<file path="src/rtl/game_motion_engine_if.sv">
// Data-RAM write port shared with the CPU arbiter.
// The engine holds ram_we until the arbiter answers with wr_ack in the same cycle.
interface game_motion_engine_if;
    logic [15:0] ram_addr;
    logic [15:0] ram_d;
    logic        ram_we;
    logic        wr_ack;

    modport master (output ram_addr, ram_d, ram_we, input wr_ack);
    modport slave  (input ram_addr, ram_d, ram_we, output wr_ack);
endinterface

</file>
<file path="src/rtl/game_motion_engine.sv">
// Per-frame game-state updater: jump physics, obstacle scroll/wrap and score.
// Results are written to data RAM over a req/ack port, followed by a collision check.
module game_motion_engine #(
    parameter logic [15:0] POS_BASE  = 16'h100,
    parameter int          GROUND_Y  = 200,
    parameter int          JUMP_V    = 12,
    parameter int          GRAVITY   = 1,
    parameter int          OBS_START = 640,
    parameter int          OBS_SPEED = 4,
    parameter int          PLAYER_X  = 64,
    parameter int          SPR_W     = 64,
    parameter int          SPR_H     = 64
) (
    input  logic                 sys_clk,
    input  logic                 reset,
    input  logic                 frame_start,
    input  logic                 jump_btn,
    input  logic                 restart,
    game_motion_engine_if.master ram,
    output logic                 game_over,
    output logic                 busy,
    output logic                 frame_overrun
);

    typedef enum logic [2:0] {IDLE, COMPUTE, WR_Y, WR_X, WR_S, CHECK, OVER} state_t;

    localparam logic [15:0]        GROUND_U = 16'(GROUND_Y);
    localparam logic [15:0]        OBS_ST_U = 16'(OBS_START);
    localparam logic [15:0]        OBS_SP_U = 16'(OBS_SPEED);
    localparam logic signed [16:0] GROUND_S = 17'(GROUND_Y);
    localparam logic signed [16:0] JUMP_S   = 17'(JUMP_V);
    localparam logic signed [16:0] GRAV_S   = 17'(GRAVITY);
    localparam logic [16:0]        HIT_XR   = 17'(PLAYER_X + SPR_W);
    localparam logic [16:0]        HIT_XL   = 17'(PLAYER_X);
    localparam logic [16:0]        HIT_Y    = 17'(GROUND_Y);
    localparam logic [16:0]        SPR_W17  = 17'(SPR_W);
    localparam logic [16:0]        SPR_H17  = 17'(SPR_H);

    state_t             state, state_nxt;
    logic [15:0]        player_y, obstacle_x, score;
    logic signed [7:0]  vel;
    logic               jump_pending;
    logic               sync1, sync2, sync_prev;
    logic               jump_edge;
    logic signed [16:0] vel_ext, v_eff, y_new, vel_nxt;
    logic               hit;

    always_ff @(posedge sys_clk or negedge reset) begin
        if (!reset) begin
            sync1     <= 1'b0;
            sync2     <= 1'b0;
            sync_prev <= 1'b0;
        end else begin
            sync1     <= jump_btn;
            sync2     <= sync1;
            sync_prev <= sync2;
        end
    end

    assign jump_edge = sync2 & ~sync_prev;

    always_comb begin
        vel_ext = {{9{vel[7]}}, vel};
        v_eff   = (player_y == GROUND_U && jump_pending) ? -JUMP_S : vel_ext;
        y_new   = $signed({1'b0, player_y}) + v_eff;
        vel_nxt = v_eff + GRAV_S;
        hit     = ({1'b0, obstacle_x} < HIT_XR)
               && (({1'b0, obstacle_x} + SPR_W17) > HIT_XL)
               && (({1'b0, player_y} + SPR_H17) > HIT_Y);
    end

    always_ff @(posedge sys_clk or negedge reset) begin
        if (!reset)
            state <= IDLE;
        else
            state <= state_nxt;
    end

    always_comb begin
        state_nxt = state;
        case (state)
            IDLE:    if (frame_start) state_nxt = COMPUTE;
            COMPUTE: state_nxt = WR_Y;
            WR_Y:    if (ram.wr_ack) state_nxt = WR_X;
            WR_X:    if (ram.wr_ack) state_nxt = WR_S;
            WR_S:    if (ram.wr_ack) state_nxt = CHECK;
            CHECK:   state_nxt = hit ? OVER : IDLE;
            OVER:    if (restart) state_nxt = IDLE;
            default: state_nxt = IDLE;
        endcase
    end

    // Write port is decoded from state, so an async reset drops ram_we immediately.
    always_comb begin
        ram.ram_we   = 1'b0;
        ram.ram_addr = POS_BASE;
        ram.ram_d    = '0;
        busy         = !(state == IDLE || state == OVER);
        game_over    = (state == OVER);
        case (state)
            WR_Y: begin
                ram.ram_we = 1'b1;
                ram.ram_d  = player_y;
            end
            WR_X: begin
                ram.ram_we   = 1'b1;
                ram.ram_addr = POS_BASE + 16'd1;
                ram.ram_d    = obstacle_x;
            end
            WR_S: begin
                ram.ram_we   = 1'b1;
                ram.ram_addr = POS_BASE + 16'd2;
                ram.ram_d    = score;
            end
            default: ;
        endcase
    end

    always_ff @(posedge sys_clk or negedge reset) begin
        if (!reset) begin
            player_y      <= GROUND_U;
            vel           <= '0;
            obstacle_x    <= OBS_ST_U;
            score         <= '0;
            jump_pending  <= 1'b0;
            frame_overrun <= 1'b0;
        end else begin
            if (jump_edge)
                jump_pending <= 1'b1;
            if (frame_start && busy)
                frame_overrun <= 1'b1;
            case (state)
                COMPUTE: begin
                    // A pending jump is used or discarded here, never carried over.
                    jump_pending <= 1'b0;
                    if (y_new >= GROUND_S) begin
                        player_y <= GROUND_U;
                        vel      <= '0;
                    end else if (y_new < 17'sd0) begin
                        player_y <= '0;
                        vel      <= '0;
                    end else begin
                        player_y <= y_new[15:0];
                        vel      <= vel_nxt[7:0];
                    end
                    if (obstacle_x < OBS_SP_U) begin
                        obstacle_x <= OBS_ST_U;
                        if (score != '1)
                            score <= score + 16'd1;
                    end else begin
                        obstacle_x <= obstacle_x - OBS_SP_U;
                    end
                end
                OVER: begin
                    if (restart) begin
                        player_y      <= GROUND_U;
                        vel           <= '0;
                        obstacle_x    <= OBS_ST_U;
                        score         <= '0;
                        jump_pending  <= 1'b0;
                        frame_overrun <= 1'b0;
                    end
                end
                default: ;
            endcase
        end
    end

endmodule

</file>
<file path="src/flat_wrapper.sv">
// flat-port wrapper written by rule: the top's interface ports become plain ports
module game_motion_engine_flat 
#(
    parameter logic [15:0] POS_BASE  = 16'h100,
    parameter int          GROUND_Y  = 200,
    parameter int          JUMP_V    = 12,
    parameter int          GRAVITY   = 1,
    parameter int          OBS_START = 640,
    parameter int          OBS_SPEED = 4,
    parameter int          PLAYER_X  = 64,
    parameter int          SPR_W     = 64,
    parameter int          SPR_H     = 64
)
  (sys_clk, reset, frame_start, jump_btn, restart, game_over, busy, frame_overrun, ram_ram_addr, ram_ram_d, ram_ram_we, ram_wr_ack);
  game_motion_engine_if ram_i ();
  input  logic sys_clk;
  input  logic reset;
  input  logic frame_start;
  input  logic jump_btn;
  input  logic restart;
  output logic game_over;
  output logic busy;
  output logic frame_overrun;
  output wire logic [$bits(ram_i.ram_addr)-1:0] ram_ram_addr;
  output wire logic [$bits(ram_i.ram_d)-1:0] ram_ram_d;
  output wire logic [$bits(ram_i.ram_we)-1:0] ram_ram_we;
  input wire logic [$bits(ram_i.wr_ack)-1:0] ram_wr_ack;
  assign ram_ram_addr = ram_i.ram_addr;
  assign ram_ram_d = ram_i.ram_d;
  assign ram_ram_we = ram_i.ram_we;
  assign ram_i.wr_ack = ram_wr_ack;
  game_motion_engine #(.POS_BASE(POS_BASE), .GROUND_Y(GROUND_Y), .JUMP_V(JUMP_V), .GRAVITY(GRAVITY), .OBS_START(OBS_START), .OBS_SPEED(OBS_SPEED), .PLAYER_X(PLAYER_X), .SPR_W(SPR_W), .SPR_H(SPR_H)) u_core (.sys_clk(sys_clk), .reset(reset), .frame_start(frame_start), .jump_btn(jump_btn), .restart(restart), .ram(ram_i), .game_over(game_over), .busy(busy), .frame_overrun(frame_overrun));
endmodule
</file>
<file path="config.mk">
export PLATFORM = sky130hd
export DESIGN_NAME = game_motion_engine_flat
export DESIGN_NICKNAME = d
export VERILOG_FILES = /design/src/rtl/game_motion_engine_if.sv /design/src/rtl/game_motion_engine.sv /design/src/flat_wrapper.sv
export SDC_FILE = /design/constraint.sdc
export NUM_CORES = 1
export LEC_CHECK = 0
export ABC_AREA = 1
export CORE_ASPECT_RATIO = 0.6
export CORE_MARGIN = 5
export CORE_UTILIZATION = 53
export CTS_BUF_LIST = sky130_fd_sc_hd__clkbuf_4 sky130_fd_sc_hd__clkbuf_8 sky130_fd_sc_hd__clkbuf_16
export CTS_CLUSTER_DIAMETER = 150
export DETAILED_ROUTE_END_ITERATION = 10
export PLACE_DENSITY = 0.89
export SLEW_MARGIN = 10
export SYNTH_ARGS = -nofsm -noshare
export SYNTH_HDL_FRONTEND = slang
export SYNTH_SLANG_ARGS = --single-unit
</file>
<file path="constraint.sdc">
create_clock -name sys_clk -period 3.8 [get_ports sys_clk]
set_clock_uncertainty 0.1 [all_clocks]
set_input_delay 0.57 -clock sys_clk [delete_from_list [all_inputs] [get_ports sys_clk]]
set_output_delay 0.57 -clock sys_clk [all_outputs]
set_load 0.01 [all_outputs]
</file>
=== Yosys cells after proc, flatten, opt, wreduce, memory -nomap -nowiden ===
Cells that the tools add are included.
Widths: inputs -> output; s select.

* Bits in registers: 64
* Output and inout port bits: 36
* Logic and storage cells: 83

* Add/sub/neg operators: 6
* $lt $le $gt $ge: 6
* Equal/unequal tests: 15
* Muxes and demuxes: 32
* Bitwise logic cells: 2
* Reductions and logical operators: 12

{| class="wikitable"
|+ Operators with widths
! cell !! count
|-
| $mux 16 || 8
|-
| $pmux 16 s2 || 3
|-
| $pmux 16 s3 || 1
|-
| $add 16x7->17 const B || 2
|-
| $mux 8 || 3
|-
| $pmux 3 s7 || 1
|-
| $mux 3 || 6
|-
| $add 17x17->17 || 1
|-
| $ge 17x9->1 const B || 1
|-
| $gt 17x7->1 const B || 1
|-
| $gt 17x8->1 const B || 1
|-
| $lt 17x1->1 const B || 1
|-
| $mux 17 || 1
|-
| $add 16x1->16 const B || 1
|-
| $eq 16x8->1 const B || 1
|-
| $lt 16x3->1 const B || 1
|-
| $lt 16x8->1 const B || 1
|-
| $ne 16x16->1 const B || 1
|-
| $pmux 8 s2 || 1
|-
| $sub 16x3->16 const B || 1
|-
| $ne 2x2->1 const B || 5
|-
| $eq 3x3->1 const B || 3
|-
| $add 8x2->8 const B || 1
|-
| $eq 3x2->1 const B || 2
|-
| 16 further kinds || 25
|}

=== Depth between registers and ports, before layout ===
Gate-level depths: netlist of run 1.

* Depth in word-level cells: 8
* Gate-level depth with buffers: 26

=== Worst setup path after synthesis of run 1 ===
OpenSTA, ideal clock, no wires.

* Path kind: register to register
* Start point: reg u_core.player_y[6]
* End point: reg u_core.player_y[2]
* Setup time: 74 ps
* Arrival: 3369 ps
* Data required time: 3626 ps
* Path slack: 257 ps
* Cell stages (with the launch flop): 23
* Path buffers: 0
* Clock period less this slack: 3543 ps
* Cell sequence: dfstp_2 ha_1 nand2_1 inv_1 nand2_1 nor2_4 nand2_4 inv_1 nor2_1 inv_1 ha_1 a21oi_1 a21boi_1 nor2_1 a211oi_1 nand2_2 nand2_1 nand2_1 nor2_2 nand2_2 nor2_8 nand2_4 o21ai_2

* Cells in the longest elaborated chain, start to end: 8

{| class="wikitable"
|+ RTL lines
! what !! line !! RTL
|-
| start, declared || game_motion_engine.sv:40 || <nowiki>logic [15:0] player_y, obstacle_x, score;</nowiki>
|-
| start signal, assigned || game_motion_engine.sv:143 || <nowiki>player_y <= y_new[15:0];</nowiki>
|-
| $eq 16x8->1 || game_motion_engine.sv:64 || <nowiki>v_eff = (player_y == GROUND_U && jump_pending) ? -JUMP_S : vel_ext;</nowiki>
|-
| $logic_and 1x1->1 || game_motion_engine.sv:64 ||
|-
| $mux 17 || game_motion_engine.sv:64 ||
|-
| $add 17x17->17 * || game_motion_engine.sv:65 || <nowiki>y_new = $signed({1'b0, player_y}) + v_eff;</nowiki>
|-
| $lt 17x1->1 || game_motion_engine.sv:139 || <nowiki>end else if (y_new < 17'sd0) begin</nowiki>
|-
| $mux 16 || game_motion_engine.sv:139 ||
|-
| $mux 16 * || game_motion_engine.sv:136 || <nowiki>if (y_new >= GROUND_S) begin</nowiki>
|-
| $pmux 16 s2 * || game_motion_engine.sv:132 || <nowiki>case (state)</nowiki>
|}

Every way passes the cells marked *; elsewhere a longest branch is shown, timed or not.
A chain may end at the register's enable or synchronous reset.

=== Final worst setup path of run 1 ===
* Start point: reg u_core.player_y[7]
* End point: reg u_core.vel[0]

* Cells in the longest elaborated chain, start to end: 8

{| class="wikitable"
|+ RTL lines
! what !! line !! RTL
|-
| $eq 16x8->1 || game_motion_engine.sv:64 ||
|-
| $logic_and 1x1->1 || game_motion_engine.sv:64 ||
|-
| $mux 17 || game_motion_engine.sv:64 ||
|-
| $add 17x17->17 || game_motion_engine.sv:65 ||
|-
| $lt 17x1->1 || game_motion_engine.sv:139 ||
|-
| $mux 8 || game_motion_engine.sv:139 ||
|-
| $mux 8 * || game_motion_engine.sv:136 ||
|-
| $pmux 8 s2 * || game_motion_engine.sv:132 ||
|-
| end signal, assigned || game_motion_engine.sv:144 || <nowiki>vel <= vel_nxt[7:0];</nowiki>
|-
| end, declared || game_motion_engine.sv:41 || <nowiki>logic signed [7:0] vel;</nowiki>
|}

Marks and branches as above.

==> results.py, run 1 <==
metrics = {
    "worst_setup_path": {
        "crit_type": "register to register",
        "crit_family": "simple AND/OR/NAND/NOR gates",
        "reg2reg_from": "u_core.player_y[7]",
        "r2r_end": "u_core.vel[0]",
        "arrival_ns": 3.83,
        "crit_buf_inv": 4,
        "path_depth": 21,
        "reg2reg_slack_ns": 0.13,
        "cp_cell_sequence": "ha_4 > nand2_1 > inv_1 > nand2_1 > nor2_4 > nand2_4 > inv_2 > nor2_2 > inv_4 > buf_4 > ha_2 > nand2_1 > nor2_2 > nand4_1 > nand3_1 > nand2_1 > nor2_2 > nand3_4 > nor2_8 > nand2_4 > o21ai_2",
        "endpoint_kind": "register",
        "critPathSlowestCell": "dfstp_2",
        "worst_ep_required_time_ns": 3.96,
        "r2r_cells": 21,
        "crit_path_frequent_cell": "nand2_1",
        "startpoint_type": "register",
        "slowest_delay_ns": 0.41,
        "cp_max_fo": 6,
    },
    "clock_tree": {
        "root_buffer": "clkbuf_16",
        "numCtsBuffers": 9,
        "worstSkewPairLatency_ns": 0.34,
        "cts.clk_slew.worst_paths_ns": 0.05,
        "clkSinkCount": 62,
        "postCtsHoldBufs": 0,
        "cts_max_level": 3,
        "clock_path_buffers": 2,
        "cts_tree": "done",
    },
    "logic_synthesis": {
        "async_reset_ff_share_pct": 100,
        "synth_area_mm2": 0.00494,
        "synth_enable_flop_cells": 0,
        "synth.distinct_cells": 48,
        "syn_inst": 692,
        "synth.area.top_cells": "dfrtp_1 29%, nand2_1 12%, inv_1 6.8%",
        "syn-mean-instance-area_um2": 7.13,
        "synth_common_cells": "154 x nand2_1, 89 x inv_1, 78 x nor2_1",
        "yosys.area.top_type": "dfrtp_1",
        "ys_warn_count": 0,
        "yosysMostFrequentCell": "nand2_1",
        "yosysSeqAreaShare_pct": 31.6,
        "synthFlopType": "dfrtp_1",
        "ys_ff_latch": 62,
        "synth_top_area_share_pct": 28.9,
    },
    "power_and_ir_drop": {
        "powerDensity_mw_per_mm2": 913,
        "totalPowerFinal_mw": 5.30,
        "vdd_drop_max_mv": 0.406,
        "leakage_nw": 2.85,
    },
    "floorplan": {
        "rows": 27,
        "start_util_pct": 54.1,
        "die_h_um": 84.8,
        "die_x_um": 135,
        "dieArea_mm2": 0.0114,
        "core_area_mm2": 0.00912,
        "io_pins": 42,
    },
    "timing": {
        "max_clock_freq_mhz": 273,
        "timing.final.crit_period_ns": 3.67,
        "slew_violations": 0,
        "timing.final.ws_setup_ns": 0.134,
        "setup_viol": 0,
        "slew_headroom_pct": 31.9,
        "worst_pin_slew_ns": 1.02,
        "period_share_pct": 96.5,
        "hold_viol": 0,
        "fin_tns_setup_ns": 0,
    },
    "detailed_routing": {
        "antenna_left": 0,
        "vias": 5195,
        "wl_um": 15300,
        "viasPerCell": 6.06,
        "drt_pass1_iterations": 6,
        "drt_iter0_markers": 778,
        "wl_per_cell_um": 17.8,
        "drc_errors": 0,
    },
    "grt": {
        "grt_max_degree": 45,
        "grt-ovfl-total": 0,
        "antenna_found_initial": 0,
        "grt_pass1_wl_um": 23500,
        "gr-usage-all-layers_pct": 25.8,
        "grt_pass1_vias": 4640,
    },
    "cells_and_area": {
        "fin_nets": 765,
        "drive_above_1_share_pct": 17.4,
        "antenna_cells": 0,
        "multiInputGateArea_mm2": 0.00305,
        "fill_cells": 731,
        "area_growth_pct": 17.8,
        "regArea_mm2": 0.00156,
    },
    "placed_design": {
        "gp_congestion": 1.02,
        "pre_cts_slack_ns": -0.131,
        "io_buffer_count": 27,
        "dp_hpwl_um": 11300,
    },
    "outcome": {
        "status": "complete, no violations",
    },
    "min_path": {
        "hold_class": "register to register",
        "worstHoldPathCells": 0,
        "min_to": "u_core.sync2",
        "hp-start": "u_core.sync1",
    },
    "flow_run": {
        "cap_violations": 0,
    },
}
## worst max path at each step
| stage | from | slack (ns) | endpoint |
|---|---|---|---|
| 2_1_floorplan | u_core.player_y[6] | 0.26 | u_core.player_y[2] |
| 3_3_place_gp | u_core.player_y[7] | 0.08 | u_core.vel[0] |
| 3_5_place_dp | u_core.player_y[7] | -0.13 | u_core.player_y[4] |
| 4_1_cts | u_core.player_y[7] | 0.07 | u_core.vel[0] |
| 5_1_grt | u_core.player_y[7] | -0.04 | u_core.vel[0] |
| 6_report | u_core.player_y[7] | 0.13 | u_core.vel[0] |
## sequential cells by signal (all words and copies together), names as in the netlist
name and count:
u_core.score 16, u_core.frame_overrun 1, u_core.obstacle_x 14, u_core.player_y 16
u_core.vel 8, u_core.sync1 1, u_core.jump_pending 1, u_core.sync_prev 1
u_core.sync2 1, u_core.state 3
## power breakdown
group	total (mW)	internal (mW)	switching, mW	leakage [nW]
clock network	0.854	0.556	0.298	0.151
logic	3.44	1.12	2.32	1.90
registers	1.01	0.827	0.184	0.808
## routing by layer
metal	GRT usage [%]	share of wire, %
met4	5.27	1.8
met1	38.3	43
met2	37.2	42
met5	0	0
met3	7.49	14
## cell type report
type                    count  share of cell area, %
repair buffers             44                   6.82
flip-flops and latches     62                   26.8
clock buffers              12                   4.58
inverters                  95                   6.18
well taps                 116                   2.50
clock inverters             3                  0.732
multi-input cells         525                   52.4
## cells by family (layout without fill, tap and decap cells)
kind of cell	Yosys count	after routing	synth area share, %
other cells	2	14	0.152
simple gates	371	372	36.7
xor+xnor	12	12	2.13
buf+inv	118	154	10.3
flops	62	62	31.6
compound gates	105	105	13.5
fa+ha+maj	22	22	5.58
## stage by stage
step	hold slack, ns	utilization (%)	instance area, um^2	cells
after floorplan	0.174	-	4980	704
after global placement	0.237	58.2	5310	833
after detailed placement	0.240	58.2	5310	833
after CTS	0.252	61.7	5630	848
after global routing	0.277	63.7	5810	857
final	0.248	63.7	5810	857
## placed cells by master, fill, tap and decap left out, types with 2 or more instances in the layout
cell / count
clkdlybuf4s50_1: 26
o21ai_0: 26
nand3_2: 5
a21oi_2: 6
o22ai_1: 5
a21oi_1: 27
nand2_1: 152
nand4_1: 18
inv_1: 87
ha_2: 4
xor2_1: 12
buf_4: 16
nand3_1: 39
o211ai_1: 5
nor2_1: 75
o221ai_1: 9
clkbuf_16: 9
nor4_1: 6
ha_4: 3
inv_2: 7
o21ai_2: 5
nand2_4: 12
nand3_4: 3
nor3_1: 21
ha_1: 15
nand2_2: 17
or2_2: 5
dfstp_2: 5
conb_1: 14
nand3b_1: 2
a211oi_1: 4
clkbuf_8: 3
nor2_2: 7
dfrtp_1: 57
a31oi_1: 2
nor2_4: 7
o221a_2: 2
o21a_1: 2
## what timing repair did
action,in CTS,in global routing
endpoints found under the hold margin,0,0
gates resized for setup,4,31
pin swaps,0,9
cloned,0,1
setup buffers,0,8
setup endpoints to repair,13,16
(Power assumes the default switching activity.)
==> inputs of run 2 (changes only) <==
CORE_MARGIN = default   (was 5)
MAX_ROUTING_LAYER = met4   (was default)
==> run 2 against run 1 <==
Sequential share of layout area is 0.11 points higher. Fmax is 0.56% higher. Worst hold slack better by 0.0051 ns. Total power shrank 0.91%. Highest routed layer unchanged. Worst setup slack better by 0.021 ns. Critical path type unchanged. Flip-flop and latch count unchanged. Critical endpoint is now u_core.player_y[5]. Largest power group unchanged.
==> results.py, run 2 (synthesis gave the netlist of run 1 again) <==
metrics = {
    "cells_and_area": {
        "final_cell_mix": "152 x nand2_1, 88 x inv_1, 77 x nor2_1, 57 x dfrtp_1, 39 x nand3_1",
        "fin_util_pct": 65.9,
        "area_growth_pct": 17.3,
        "final_cells": 852,
        "fin_nets": 764,
        "antenna_cells": 0,
        "final_common_cell": "nand2_1",
        "final_area_mm2": 0.00579,
        "reg_top3": "u_core.player_y x16, u_core.score x16, u_core.obstacle_x x14",
        "drive_above_1_share_pct": 16.1,
    },
    "timing": {
        "slew_violations": 0,
        "setup_viol": 0,
        "timing.final.crit_period_ns": 3.65,
        "slew_headroom_pct": 34.8,
        "timing.final.ws_setup_ns": 0.154,
        "max_clock_freq_mhz": 274,
        "worst_pin_slew_ns": 0.969,
        "hold_viol": 0,
        "period_share_pct": 95.9,
        "timing.hold.ws_ns": 0.253,
    },
    "worst_setup_path": {
        "endpoint_kind": "register",
        "worstSetupStartpoint": "u_core.player_y[7]",
        "arrival_ns": 3.82,
        "worst_ep_required_time_ns": 3.97,
        "crit_type": "register to register",
        "startpoint_type": "register",
        "cp_max_fo": 6,
        "reg2reg_from": "u_core.player_y[7]",
    },
    "placed_design": {
        "io_buffer_count": 27,
        "dp_cells": 831,
        "place_area_mm2": 0.00532,
        "pre_cts_slack_ns": -0.0789,
        "dp_hpwl_um": 11100,
        "gp_congestion": 0.993,
    },
    "outcome": {
        "status": "complete, no violations",
    },
    "detailed_routing": {
        "wl_um": 15100,
        "viasPerCell": 6.06,
        "vias": 5167,
        "wl_per_cell_um": 17.8,
        "drt_iter0_markers": 736,
        "antenna_left": 0,
        "drc_errors": 0,
        "drt_pass1_iterations": 7,
    },
    "power_and_ir_drop": {
        "vdd_drop_max_mv": 0.378,
        "powerDensity_mw_per_mm2": 908,
        "leakage_nw": 2.87,
    },
    "floorplan": {
        "core_area_mm2": 0.00878,
        "start_util_pct": 56.2,
        "dieArea_mm2": 0.00972,
        "io_pins": 42,
        "rows": 26,
        "die_x_um": 127,
        "die_h_um": 76.8,
    },
    "clock_tree": {
        "clock_path_buffers": 2,
        "cts.clk_slew.worst_paths_ns": 0.05,
        "numCtsBuffers": 9,
        "cts_max_level": 3,
        "root_buffer": "clkbuf_16",
        "clkSinkCount": 62,
        "worstSkewPairLatency_ns": 0.34,
        "cts_tree": "done",
    },
    "grt": {
        "grt_pass1_wl_um": 23100,
        "gr-usage-all-layers_pct": 31.9,
        "grt_pass1_vias": 4498,
        "grt-ovfl-total": 0,
        "antenna_found_initial": 0,
        "grt_max_degree": 42,
    },
    "flow_run": {
        "cap_violations": 0,
    },
    "min_path": {
        "hold_class": "register to register",
        "hp-start": "u_core.sync1",
    },
}
## run 2: changes by cell type in the layout (fill, tap and decap cells not counted), moves of 2 or more
cell     previous run  this run
ha_2                4         1
a21oi_2             6         3
nor2_1             75        77
a21oi_1            27        30
ha_1               15        19
## run 2: final cells by class
cell class | instances | area [um^2]
Fill cell | 728 | 2990
Multi-Input combinational cell | 525 | 3020
Clock inverter | 4 | 70.1
Clock buffer | 11 | 253
Tap cell | 112 | 140
Inverter | 95 | 357
Sequential cell | 62 | 1560
Timing Repair Buffer | 43 | 389
## run 2: worst paths after layout
kind / endpoint / slack (ns) / depth (start not counted)
hold / removal: u_core.sync2 / 0.25 / 0
hold reg to reg: u_core.sync2 / 0.25 / 0
setup / recovery: u_core.player_y[5] / 0.15 / 22
setup reg to reg: u_core.player_y[5] / 0.15 / 22
max in group asynchronous: u_core.sync2 / 2.44 / 2
min in group asynchronous: u_core.obstacle_x[4] / 0.29 / 1
## run 2: repair_timing
item | 4_1_cts | 5_1_grt
hold buffers | 0 | 0
pin swaps | 0 | 7
endpoints found under the setup margin | 13 | 16
gates cloned | 0 | 1
gates resized for setup | 3 | 21
buffers inserted | 0 | 5
## run 2: critical path, cell delays in order (launching register included)
cell and delay, ns:
dfstp_2 0.58, ha_4 0.15, nand2_1 0.06, inv_1 0.05, nand2_1 0.07, nor2_4 0.12
nand2_4 0.05, inv_1 0.06, buf_4 0.15, or2_2 0.14, ha_1 0.33, a21oi_2 0.21
inv_1 0.13, a31oi_4 0.20, o221a_2 0.22, nand2_1 0.05, nand2_1 0.07, nand2_1 0.11
nor2_2 0.18, nand2_4 0.10, nor2_4 0.21, nand4_1 0.12, nand2_1 0.10
## run 2: report_power, final
| part | switching, mW | internal (mW) |
|---|---|---|
| registers | 0.185 | 0.828 |
| clock network | 0.284 | 0.603 |
| logic | 2.28 | 1.08 |
## run 2: metrics by stage
stage                     power (mW)  TNS [ns]
after floorplan                 3.14         0
after global placement          3.88         0
after detailed placement        3.99    -0.564
after CTS                       4.90         0
after global routing            5.55     -1.11
final                           5.26         0
## run 2: layer usage
metal | GRT usage, % | share of wire, %
met1 | 45.4 | 43
met5 | - | 0
met3 | 11.3 | 15
met4 | 6.87 | 1.2
met2 | 42.6 | 41
